`src/rtl/cpu_sequencer_if.sv`:
```
// Bus between the M6502 control unit (master) and the memory/register datapath (slave).
// Carries the fetched byte and ready stall in, plus the timing state and per-cycle strobes out.
interface cpu_sequencer_if #(
  parameter int TIMING_W = 8
);
  logic [7:0]          data_in;
  logic                ready;
  logic [7:0]          opcode;
  logic [TIMING_W-1:0] timing;
  logic                sync;
  logic                pc_inc;
  logic                pc_load;
  logic [7:0]          operand_lo;
  logic                addr_sel;
  logic                write_en;
  logic [1:0]          store_sel;
  logic                ra_load;
  logic                rx_load;
  logic                ry_load;
  logic                illegal;
  logic                halted;

  modport master (
    input  data_in, ready,
    output opcode, timing, sync, pc_inc, pc_load, operand_lo, addr_sel,
           write_en, store_sel, ra_load, rx_load, ry_load, illegal, halted
  );

  modport slave (
    output data_in, ready,
    input  opcode, timing, sync, pc_inc, pc_load, operand_lo, addr_sel,
           write_en, store_sel, ra_load, rx_load, ry_load, illegal, halted
  );
endinterface

```
`src/rtl/cpu_sequencer.sv`:
```
// M6502 control unit: one-hot timing, opcode/operand latches, combinational strobes; 2-3 cycles/instr.
// Backpressure: ready=0 freezes all state and zeroes every strobe for that cycle.
module cpu_sequencer #(
  parameter int         TIMING_W        = 8,
  parameter bit         HALT_ON_ILLEGAL = 1'b0,
  parameter logic [7:0] RESET_OPCODE    = 8'hEA
) (
  input logic             clock,
  input logic             reset,
  cpu_sequencer_if.master bus
);

  typedef enum logic [2:0] {
    OP_NOP, OP_LDI, OP_LDZ, OP_STZ, OP_JMP, OP_ILL
  } op_class_t;

  localparam logic [TIMING_W-1:0] T0_V = TIMING_W'(1);
  localparam logic [TIMING_W-1:0] T1_V = TIMING_W'(2);

  logic [TIMING_W-1:0] timing_q;
  logic [7:0]          opcode_q;
  logic [7:0]          operand_q;
  logic                halted_q;

  op_class_t op_class;
  logic [1:0] op_reg;
  logic t0, t1, t2, top;
  logic three_cycle, end_now, runaway, gate, load_r;

  always_comb begin
    op_class = OP_ILL;
    op_reg   = 2'd0;
    case (opcode_q)
      8'hEA: op_class = OP_NOP;
      8'hA9: begin op_class = OP_LDI; op_reg = 2'd0; end
      8'hA2: begin op_class = OP_LDI; op_reg = 2'd1; end
      8'hA0: begin op_class = OP_LDI; op_reg = 2'd2; end
      8'hA5: begin op_class = OP_LDZ; op_reg = 2'd0; end
      8'hA6: begin op_class = OP_LDZ; op_reg = 2'd1; end
      8'hA4: begin op_class = OP_LDZ; op_reg = 2'd2; end
      8'h85: begin op_class = OP_STZ; op_reg = 2'd0; end
      8'h86: begin op_class = OP_STZ; op_reg = 2'd1; end
      8'h84: begin op_class = OP_STZ; op_reg = 2'd2; end
      8'h4C: op_class = OP_JMP;
      default: ;
    endcase
  end

  assign t0  = timing_q[0];
  assign t1  = timing_q[1];
  assign t2  = timing_q[2];
  assign top = timing_q[TIMING_W-1];

  assign three_cycle = (op_class == OP_LDZ) || (op_class == OP_STZ) || (op_class == OP_JMP);
  assign end_now = (t1 && ((op_class == OP_NOP) || (op_class == OP_LDI) ||
                           ((op_class == OP_ILL) && !HALT_ON_ILLEGAL))) ||
                   (t2 && three_cycle);
  // A timing bit past any legal end recovers to T0 and flags it.
  assign runaway = top && !end_now;
  assign gate    = bus.ready && !halted_q && !reset;
  assign load_r  = (t1 && (op_class == OP_LDI)) || (t2 && (op_class == OP_LDZ));

  always_comb begin
    bus.pc_inc    = gate && (t0 || (t1 && ((op_class == OP_LDI) || three_cycle)));
    bus.pc_load   = gate && t2 && (op_class == OP_JMP);
    bus.write_en  = gate && t2 && (op_class == OP_STZ);
    bus.ra_load   = gate && load_r && (op_reg == 2'd0);
    bus.rx_load   = gate && load_r && (op_reg == 2'd1);
    bus.ry_load   = gate && load_r && (op_reg == 2'd2);
    bus.illegal   = gate && ((t1 && (op_class == OP_ILL)) || runaway);
    bus.addr_sel  = t2 && ((op_class == OP_LDZ) || (op_class == OP_STZ));
    bus.store_sel = (t2 && (op_class == OP_STZ)) ? op_reg : 2'd0;
  end

  always_ff @(posedge clock) begin
    if (reset) begin
      timing_q  <= T0_V;
      opcode_q  <= RESET_OPCODE;
      operand_q <= 8'h00;
      halted_q  <= 1'b0;
    end else if (bus.ready && !halted_q) begin
      if (t0) begin
        opcode_q <= bus.data_in;
        timing_q <= T1_V;
      end else if (end_now || runaway) begin
        timing_q <= T0_V;
      end else if (t1 && (op_class == OP_ILL) && HALT_ON_ILLEGAL) begin
        halted_q <= 1'b1;
      end else begin
        timing_q <= timing_q << 1;
      end
      if (t1 && three_cycle) begin
        operand_q <= bus.data_in;
      end
    end
  end

  assign bus.timing     = timing_q;
  assign bus.opcode     = opcode_q;
  assign bus.operand_lo = operand_q;
  assign bus.halted     = halted_q;
  assign bus.sync       = timing_q[0];

endmodule

```
`src/flat_wrapper.sv`:
```
// flat-port wrapper written by rule: the top's interface ports become plain ports
module cpu_sequencer_flat 
#(
  parameter int         TIMING_W        = 8,
  parameter bit         HALT_ON_ILLEGAL = 1'b0,
  parameter logic [7:0] RESET_OPCODE    = 8'hEA
)
  (clock, reset, bus_data_in, bus_ready, bus_opcode, bus_timing, bus_sync, bus_pc_inc, bus_pc_load, bus_operand_lo, bus_addr_sel, bus_write_en, bus_store_sel, bus_ra_load, bus_rx_load, bus_ry_load, bus_illegal, bus_halted);
  cpu_sequencer_if #(.TIMING_W(TIMING_W)) bus_i ();
  input logic clock;
  input logic reset;
  input wire logic [$bits(bus_i.data_in)-1:0] bus_data_in;
  input wire logic [$bits(bus_i.ready)-1:0] bus_ready;
  output wire logic [$bits(bus_i.opcode)-1:0] bus_opcode;
  output wire logic [$bits(bus_i.timing)-1:0] bus_timing;
  output wire logic [$bits(bus_i.sync)-1:0] bus_sync;
  output wire logic [$bits(bus_i.pc_inc)-1:0] bus_pc_inc;
  output wire logic [$bits(bus_i.pc_load)-1:0] bus_pc_load;
  output wire logic [$bits(bus_i.operand_lo)-1:0] bus_operand_lo;
  output wire logic [$bits(bus_i.addr_sel)-1:0] bus_addr_sel;
  output wire logic [$bits(bus_i.write_en)-1:0] bus_write_en;
  output wire logic [$bits(bus_i.store_sel)-1:0] bus_store_sel;
  output wire logic [$bits(bus_i.ra_load)-1:0] bus_ra_load;
  output wire logic [$bits(bus_i.rx_load)-1:0] bus_rx_load;
  output wire logic [$bits(bus_i.ry_load)-1:0] bus_ry_load;
  output wire logic [$bits(bus_i.illegal)-1:0] bus_illegal;
  output wire logic [$bits(bus_i.halted)-1:0] bus_halted;
  assign bus_i.data_in = bus_data_in;
  assign bus_i.ready = bus_ready;
  assign bus_opcode = bus_i.opcode;
  assign bus_timing = bus_i.timing;
  assign bus_sync = bus_i.sync;
  assign bus_pc_inc = bus_i.pc_inc;
  assign bus_pc_load = bus_i.pc_load;
  assign bus_operand_lo = bus_i.operand_lo;
  assign bus_addr_sel = bus_i.addr_sel;
  assign bus_write_en = bus_i.write_en;
  assign bus_store_sel = bus_i.store_sel;
  assign bus_ra_load = bus_i.ra_load;
  assign bus_rx_load = bus_i.rx_load;
  assign bus_ry_load = bus_i.ry_load;
  assign bus_illegal = bus_i.illegal;
  assign bus_halted = bus_i.halted;
  cpu_sequencer #(.TIMING_W(TIMING_W), .HALT_ON_ILLEGAL(HALT_ON_ILLEGAL), .RESET_OPCODE(RESET_OPCODE)) u_core (.clock(clock), .reset(reset), .bus(bus_i));
endmodule
```
`config.mk`:
```
export PLATFORM = sky130hd
export DESIGN_NAME = cpu_sequencer_flat
export DESIGN_NICKNAME = d
export VERILOG_FILES = /design/src/rtl/cpu_sequencer_if.sv /design/src/rtl/cpu_sequencer.sv /design/src/flat_wrapper.sv
export SDC_FILE = /design/constraint.sdc
export NUM_CORES = 1
export LEC_CHECK = 0
export CAP_MARGIN = 20
export CORE_MARGIN = 4
export CORE_UTILIZATION = 49
export CTS_BUF_LIST = sky130_fd_sc_hd__clkbuf_4 sky130_fd_sc_hd__clkbuf_8
export DETAILED_ROUTE_END_ITERATION = 16
export PLACE_DENSITY = 0.95
export SYNTH_ARGS = -nofsm -noshare
export SYNTH_HDL_FRONTEND = slang
export SYNTH_SLANG_ARGS = --single-unit
```
`constraint.sdc`:
```
create_clock -name clock -period 3.17 [get_ports clock]
set_input_delay 0.317 -clock clock [delete_from_list [all_inputs] [get_ports clock]]
set_output_delay 0.317 -clock clock [all_outputs]
set_load 0.03 [all_outputs]
```
==> results of run 1 <==
[stage by stage]
| step | setup slack, ns | hold slack [ns] | instances | util [%] |
|---|---|---|---|---|
| finish | 0.1471 | 0.4970 | 217 | 71.27 |
| global route | 0.01092 | 0.5227 | 217 | 71.27 |
| CTS | 0.02345 | 0.5003 | 217 | 70.97 |
| detailed placement | 0.3824 | 0.4824 | 213 | 69.52 |
| global placement | 0.5493 | 0.4758 | 213 | 69.52 |
| floorplan | 0.5441 | 0.4642 | 147 | - |
[placed cells by master, fill, tap and decap left out, types with 2 or more instances in the layout]
cell and count:
sky130_fd_sc_hd__o2111a_1 2, sky130_fd_sc_hd__clkdlybuf4s50_1 43, sky130_fd_sc_hd__a211o_1 7, sky130_fd_sc_hd__nor2_1 15, sky130_fd_sc_hd__and3_1 5, sky130_fd_sc_hd__or3_1 5, sky130_fd_sc_hd__o41ai_1 6, sky130_fd_sc_hd__a211oi_1 3
sky130_fd_sc_hd__inv_1 10, sky130_fd_sc_hd__mux2i_1 8, sky130_fd_sc_hd__dlymetal6s2s_1 2, sky130_fd_sc_hd__buf_4 2, sky130_fd_sc_hd__dfxtp_1 22, sky130_fd_sc_hd__nand3_1 6, sky130_fd_sc_hd__nand2_1 9, sky130_fd_sc_hd__a21oi_1 6
sky130_fd_sc_hd__clkbuf_4 3, sky130_fd_sc_hd__nand2b_1 4, sky130_fd_sc_hd__o21ai_0 2, sky130_fd_sc_hd__nor3_1 4, sky130_fd_sc_hd__dfxtp_2 2
[state kept, by name, indices dropped and copies added, names as in the netlist]
signal                 count
u_core.bus.timing          8
u_core.bus.opcode          8
u_core.bus.operand_lo      8
[logic make-up after synthesis]
kind of cell	synth area share (%)
buf+inv	7.447
other cells	0.2899
simple gates	26.60
mux	6.190
xor+xnor	0.6771
compound gates	21.66
flops	37.14
[power by group]
part	internal, W	leakage, nW	switching, W
clock network	0.0000701	0.0210	0.0000877
logic	0.0000709	0.465	0.0000894
registers	0.000315	0.196	0.0000293
total	0.000456	0.683	0.000206
[timing repair]
action | CTS | global route
setup endpoints to repair | 0 | 5
resized for setup | 0 | 4
setup buffers | 0 | 0
hold buffers | 0 | 0
[worst reg2reg max path, stage by stage (launching register included)]
cell and delay [ns]:
sky130_fd_sc_hd__dfxtp_2 0.46, sky130_fd_sc_hd__nor2b_1 0.27, sky130_fd_sc_hd__nand4_2 0.26, sky130_fd_sc_hd__a21oi_4 0.43, sky130_fd_sc_hd__mux2i_1 0.25, sky130_fd_sc_hd__nor2_1 0.06
[layer usage]
layer / track usage [%] / wire [um]
met1: 24.76 / 1404
met2: 32.92 / 1549
met3: 2.832 / 180
met4: 2.913 / 21
met5: 0 / 0
[final cells by class]
| class | instances | area, um2 |
|---|---|---|
| multi-input combinational | 102 | 716.9 |
| timing repair buffer | 47 | 470.5 |
| inverter | 10 | 37.54 |
| fill | 182 | 718.2 |
| tap | 30 | 37.54 |
| sequential | 24 | 483.0 |
| clock buffer | 4 | 36.28 |
[worst max-delay path by stage]
stage                     cells past startpoint          end            startpoint
final                                         6  bus_illegal  u_core.bus.opcode[1]
after floorplan                               5  bus_ra_load  u_core.bus.opcode[2]
after global routing                          6  bus_ry_load  u_core.bus.opcode[1]
after detailed placement                      5  bus_rx_load  u_core.bus.opcode[2]
after CTS                                     5  bus_rx_load  u_core.bus.opcode[2]
after global placement                        6  bus_ra_load  u_core.bus.opcode[3]
==> metrics.csv, run 1 <==
metric,value,unit
status,completed,
commonest cells in the netlist,"sky130_fd_sc_hd__dfxtp_1, sky130_fd_sc_hd__nor2_1, sky130_fd_sc_hd__inv_1",
number of maximum-capacitance violations,0,
library cell with the highest instance count after synthesis,sky130_fd_sc_hd__dfxtp_1,
HPWL reported at the end of detailed placement,2429,um
Synth area leader,sky130_fd_sc_hd__dfxtp_1,
Die ar.,3527,um2
Final TNS setup,0,ns
number of nets still failing antenna checks after routing,0,
Power Density,371.6,nW/um2
Worst setup SP type,flip-flop,
area of placed instances,1738,um2
CP Buf/Inv Count,1,
worst path required time,2.85,ns
total design power,0.0006621,W
CTS tree,done,
"Hold Violations, Final",0,
worst setup skew after layout,0.004475,ns
clk buf depth,2,
hold endpoint,u_core.bus.timing[7],
CTS root buffer,sky130_fd_sc_hd__clkbuf_4,
number of global-route vias before repair,1176,
flop-to-flop setup slack,1.34,ns
buffers added on ports,45,
number of warnings reported in the yosys synthesis log,0,
Worst Setup End Kind,output port,
proportion of synthesized chip area in sequential cells,37.14,%
aggregate routed wire length,3154,um
path type of the worst setup path,flip-flop to output port,
clock buffer count from CTS,3,
count of standard-cell rows,18,
initial detailed-routing violation count,18,
Tcrit/Tclk final,95.36,%
data arrival time at the worst-slack endpoint,2.71,ns
min-delay src,u_core.bus.timing[6],
Leak Pwr,0.6825,nW
routed length per instance,14.53,um
count of pins over their slew limit,0,
Most used DFF post-synth,sky130_fd_sc_hd__dfxtp_1,
critical-path cell list,nor2b_1 > a22o_1 > o2111a_1 > nor3b_4 > o21ba_2 > clkdlybuf4s50_1,
DR vias,1219,
n_diodes,0,
Synth Net Count,158,
# clock sinks,24,
die outline height,59.39,um
CTS clock-pin slew for the worst setup and hold paths,0.13,ns
DRC viols,0,
Clock H-tree levels,1,
pin count of the biggest net entering global routing,32,
worst skew pair latency,0.31,ns
count of flip-flops with a built-in enable after synthesis,0,
total non-filler cell area in the finished layout,1782,um2
vias per cell,5.618,
antenna violations before repair,0,
number of primary I/O pins,47,
number of distinct library cell variants in the gate-level netlist after synthesis,40,
RSZ-0062 raised after global routing,no,
cell types with the largest area share after synthesis,"sky130_fd_sc_hd__dfxtp_1, sky130_fd_sc_hd__mux2i_1, sky130_fd_sc_hd__a211o_1",
GRT overflow,0,
Top delay family on crit path,compound AO/OA/AOI/OAI gates,
capture instance of the worst register-to-register path,u_core.bus.operand_lo[6],
layout cell share with drive strength beyond 1,9.626,%
gp weighted congestion,0.7677,
startpoint of the worst register-to-register path,u_core.bus.opcode[2],
Worst Reg2Reg Path Length in Cells,5,
Core Region,2500,um2
synthesized cell area,1294,um2
"Net count, final",199,
mean instance size in the synthesized netlist,8.801,um2
worst hold stages,2,
worst supply voltage drop on vdd,0.3303,mV
horizontal die dimension,59.39,um
global-route wire length before repair,5264,um
maximum single-stage delay on the critical path,0.66,ns
Hold Path Class,flip-flop to flip-flop,
area share of the largest cell type after synthesis,37.14,%
critical-path cell with the highest stage delay,sky130_fd_sc_hd__clkdlybuf4s50_1,
share of synthesized registers carrying an async set or reset,0,%
number of instances in the synthesized netlist,147,
CP max FO,10,
Achievable Freq,330.8,MHz
setup violators final,0,
GR Util All Layers,18.83,%
time the worst path needs with I/O delays and setup,3.023,ns
Syn-to-layout area delta,37.72,%
Initial DRT Pass Iterations,4,
starting utilization of the core area,51.75,%
number of flip-flops and latches in the synthesized netlist,24,
(Power assumes the default switching activity.)
==> inputs of run 2 (changes only) <==
--- a/config.mk
+++ b/config.mk
@@ -11,6 +11,7 @@
 export CTS_BUF_LIST = sky130_fd_sc_hd__clkbuf_4 sky130_fd_sc_hd__clkbuf_8
 export DETAILED_ROUTE_END_ITERATION = 16
 export PLACE_DENSITY = 0.95
+export RECOVER_POWER = 100
 export SYNTH_ARGS = -nofsm -noshare
 export SYNTH_HDL_FRONTEND = slang
 export SYNTH_SLANG_ARGS = --single-unit
==> metrics.csv, run 2 (synthesized netlist as in run 1, its figures left out) <==
metric,value,unit,change
status,completed,,unchanged
gp weighted congestion,0.7677,,unchanged
data arrival time at the worst-slack endpoint,2.69,ns,was 2.71 ns
non-filler cells in the finished layout,217,,unchanged
clock buffer count from CTS,3,,unchanged
sequential power share,52.6,%,was 52.0%
HPWL reported at the end of detailed placement,2429,um,unchanged
area of all sequential standard cells,483.0,um2,unchanged
Power Density,372.9,nW/um2,was 371.6 nW/um2
"commonest cells after routing, fill and taps aside","sky130_fd_sc_hd__dlygate4sd3_1, sky130_fd_sc_hd__dfxtp_1, sky130_fd_sc_hd__nor2_1",,"was sky130_fd_sc_hd__clkdlybuf4s50_1, sky130_fd_sc_hd__dfxtp_1, sky130_fd_sc_hd__nor2_1"
Initial DRT Pass Iterations,4,,unchanged
Tcrit/Tclk final,94.89,%,was 95.36%
min setup slack post-route,0.1619,ns,was 0.1471 ns
Clock H-tree levels,1,,unchanged
die outline height,59.39,um,unchanged
CTS root buffer,sky130_fd_sc_hd__clkbuf_4,,unchanged
Worst setup SP type,flip-flop,,unchanged
# clock sinks,24,,unchanged
CTS tree,done,,unchanged
setup violators final,0,,unchanged
Hold Path Class,flip-flop to flip-flop,,unchanged
Worst Setup End Kind,output port,,unchanged
count of pins over their slew limit,0,,unchanged
clk buf depth,2,,unchanged
Core Region,2500,um2,unchanged
Die ar.,3527,um2,unchanged
buffers added on ports,45,,unchanged
pre-CTS setup slack,0.3824,ns,unchanged
final design utilization,69.97,%,was 71.27%
routed length per instance,14.41,um,was 14.53 um
GRT overflow,0,,unchanged
multi-input gate area in the final layout,705.7,um2,was 716.9 um2
path type of the worst setup path,flip-flop to output port,,unchanged
RSZ-0062 raised after global routing,no,,unchanged
combinational power share,23.5,%,was 24.2%
Achievable Freq,332.4,MHz,was 330.8 MHz
worst supply voltage drop on vdd,0.3258,mV,was 0.3303 mV
layout cell share with drive strength beyond 1,8.556,%,was 9.626%
number of nets still failing antenna checks after routing,0,,unchanged
GR Util All Layers,18.83,%,unchanged
Syn-to-layout area delta,35.20,%,was 37.72%
initial detailed-routing violation count,28,,was 18
count of standard-cell rows,18,,unchanged
switching part of the total power,31.14,%,was 31.17%
worst path required time,2.85,ns,about the same
n_diodes,0,,unchanged
antenna violations before repair,0,,unchanged
Leak Pwr,0.7088,nW,was 0.6825 nW
worst skew pair latency,0.30,ns,was 0.31 ns
design internal power,0.0004492,W,was 0.0004557 W
CP max FO,10,,unchanged
pin count of the biggest net entering global routing,32,,unchanged
number of primary I/O pins,47,,unchanged
vias per cell,5.622,,was 5.618
starting utilization of the core area,51.75,%,unchanged
CTS Hold Buffers Added,0,,unchanged
Resized cells post-CTS,0,,unchanged
global-route wire length before repair,5264,um,unchanged
number of maximum-capacitance violations,0,,unchanged
time the worst path needs with I/O delays and setup,3.008,ns,was 3.023 ns
"Net count, final",199,,unchanged
CTS clock-pin slew for the worst setup and hold paths,0.12,ns,was 0.13 ns
number of global-route vias before repair,1176,,unchanged
worst setup skew after layout,0.002174,ns,was 0.004475 ns
Filler Cells Inserted,186,,was 182
Slew @ Worst Pin,1.008,ns,
Final TNS setup,0,ns,unchanged
aggregate routed wire length,3126,um,was 3154 um
"leading cell type in the layout, fill and taps excluded",sky130_fd_sc_hd__dlygate4sd3_1,,was sky130_fd_sc_hd__clkdlybuf4s50_1
"Setup Fix Bufs, Post-CTS",0,,unchanged
part of the power in the clock network,23.9,%,was 23.8%
power dissipated by switching net loads,0.0002031,W,was 0.0002064 W
"Hold Violations, Final",0,,unchanged
horizontal die dimension,59.39,um,unchanged
total design power,0.0006523,W,was 0.0006621 W
worst slew margin relative to its limit,32.79,%,
placed cells,213,,unchanged
DRC viols,0,,unchanged
DR vias,1220,,"was 1,219"
[run 2: power groups by stage]
stage               registers, W  logic [W]  clock network, W
floorplan               0.000360  0.0000919                 0
global placement        0.000348   0.000156                 0
detailed placement      0.000350   0.000159                 0
CTS                     0.000343   0.000160          0.000158
global route            0.000347   0.000165          0.000177
finish                  0.000343   0.000153          0.000156
[run 2: through the flow]
| step | area, um2 | hold slack [ns] |
|---|---|---|
| global route | 1749 | 0.5201 |
| CTS | 1774 | 0.5003 |
| floorplan | 1294 | 0.4642 |
| finish | 1749 | 0.4940 |
| detailed placement | 1738 | 0.4824 |
| global placement | 1738 | 0.4758 |
[run 2: per-layer routing]
metal	wire length [um]	share of wire, %	track usage, %
met3	204	6.5	2.832
met1	1364	44	24.76
met4	20	0.64	2.913
met5	0	0	0
met2	1536	49	32.92
[run 2: final timing paths]
path / from / end / slack, ns / cells after the start
setup / recovery: u_core.bus.opcode[1] / bus_illegal / 0.16 / 6
hold / removal: u_core.bus.timing[6] / u_core.bus.timing[7] / 0.49 / 2
setup reg to reg: u_core.bus.opcode[2] / u_core.bus.operand_lo[6] / 0.91 / 5
hold reg to reg: u_core.bus.timing[6] / u_core.bus.timing[7] / 0.49 / 2
[run 2: critical path: stages (launching register included)]
cell                              delay (ns)
sky130_fd_sc_hd__dfxtp_1                0.52
sky130_fd_sc_hd__nor2b_1                0.14
sky130_fd_sc_hd__a22o_1                 0.25
sky130_fd_sc_hd__o2111a_1               0.27
sky130_fd_sc_hd__nor3b_4                0.36
sky130_fd_sc_hd__o21ba_2                0.18
sky130_fd_sc_hd__clkdlybuf4s50_1        0.67
[run 2: final cells by class]
| type | count | share of cell area [%] |
|---|---|---|
| Timing Repair Buffer | 47 | 25.68 |
| Multi-Input combinational cell | 102 | 40.34 |
| Inverter | 10 | 2.146 |
| Clock buffer | 4 | 2.074 |
| Tap cell | 30 | 2.146 |
| Sequential cell | 24 | 27.61 |
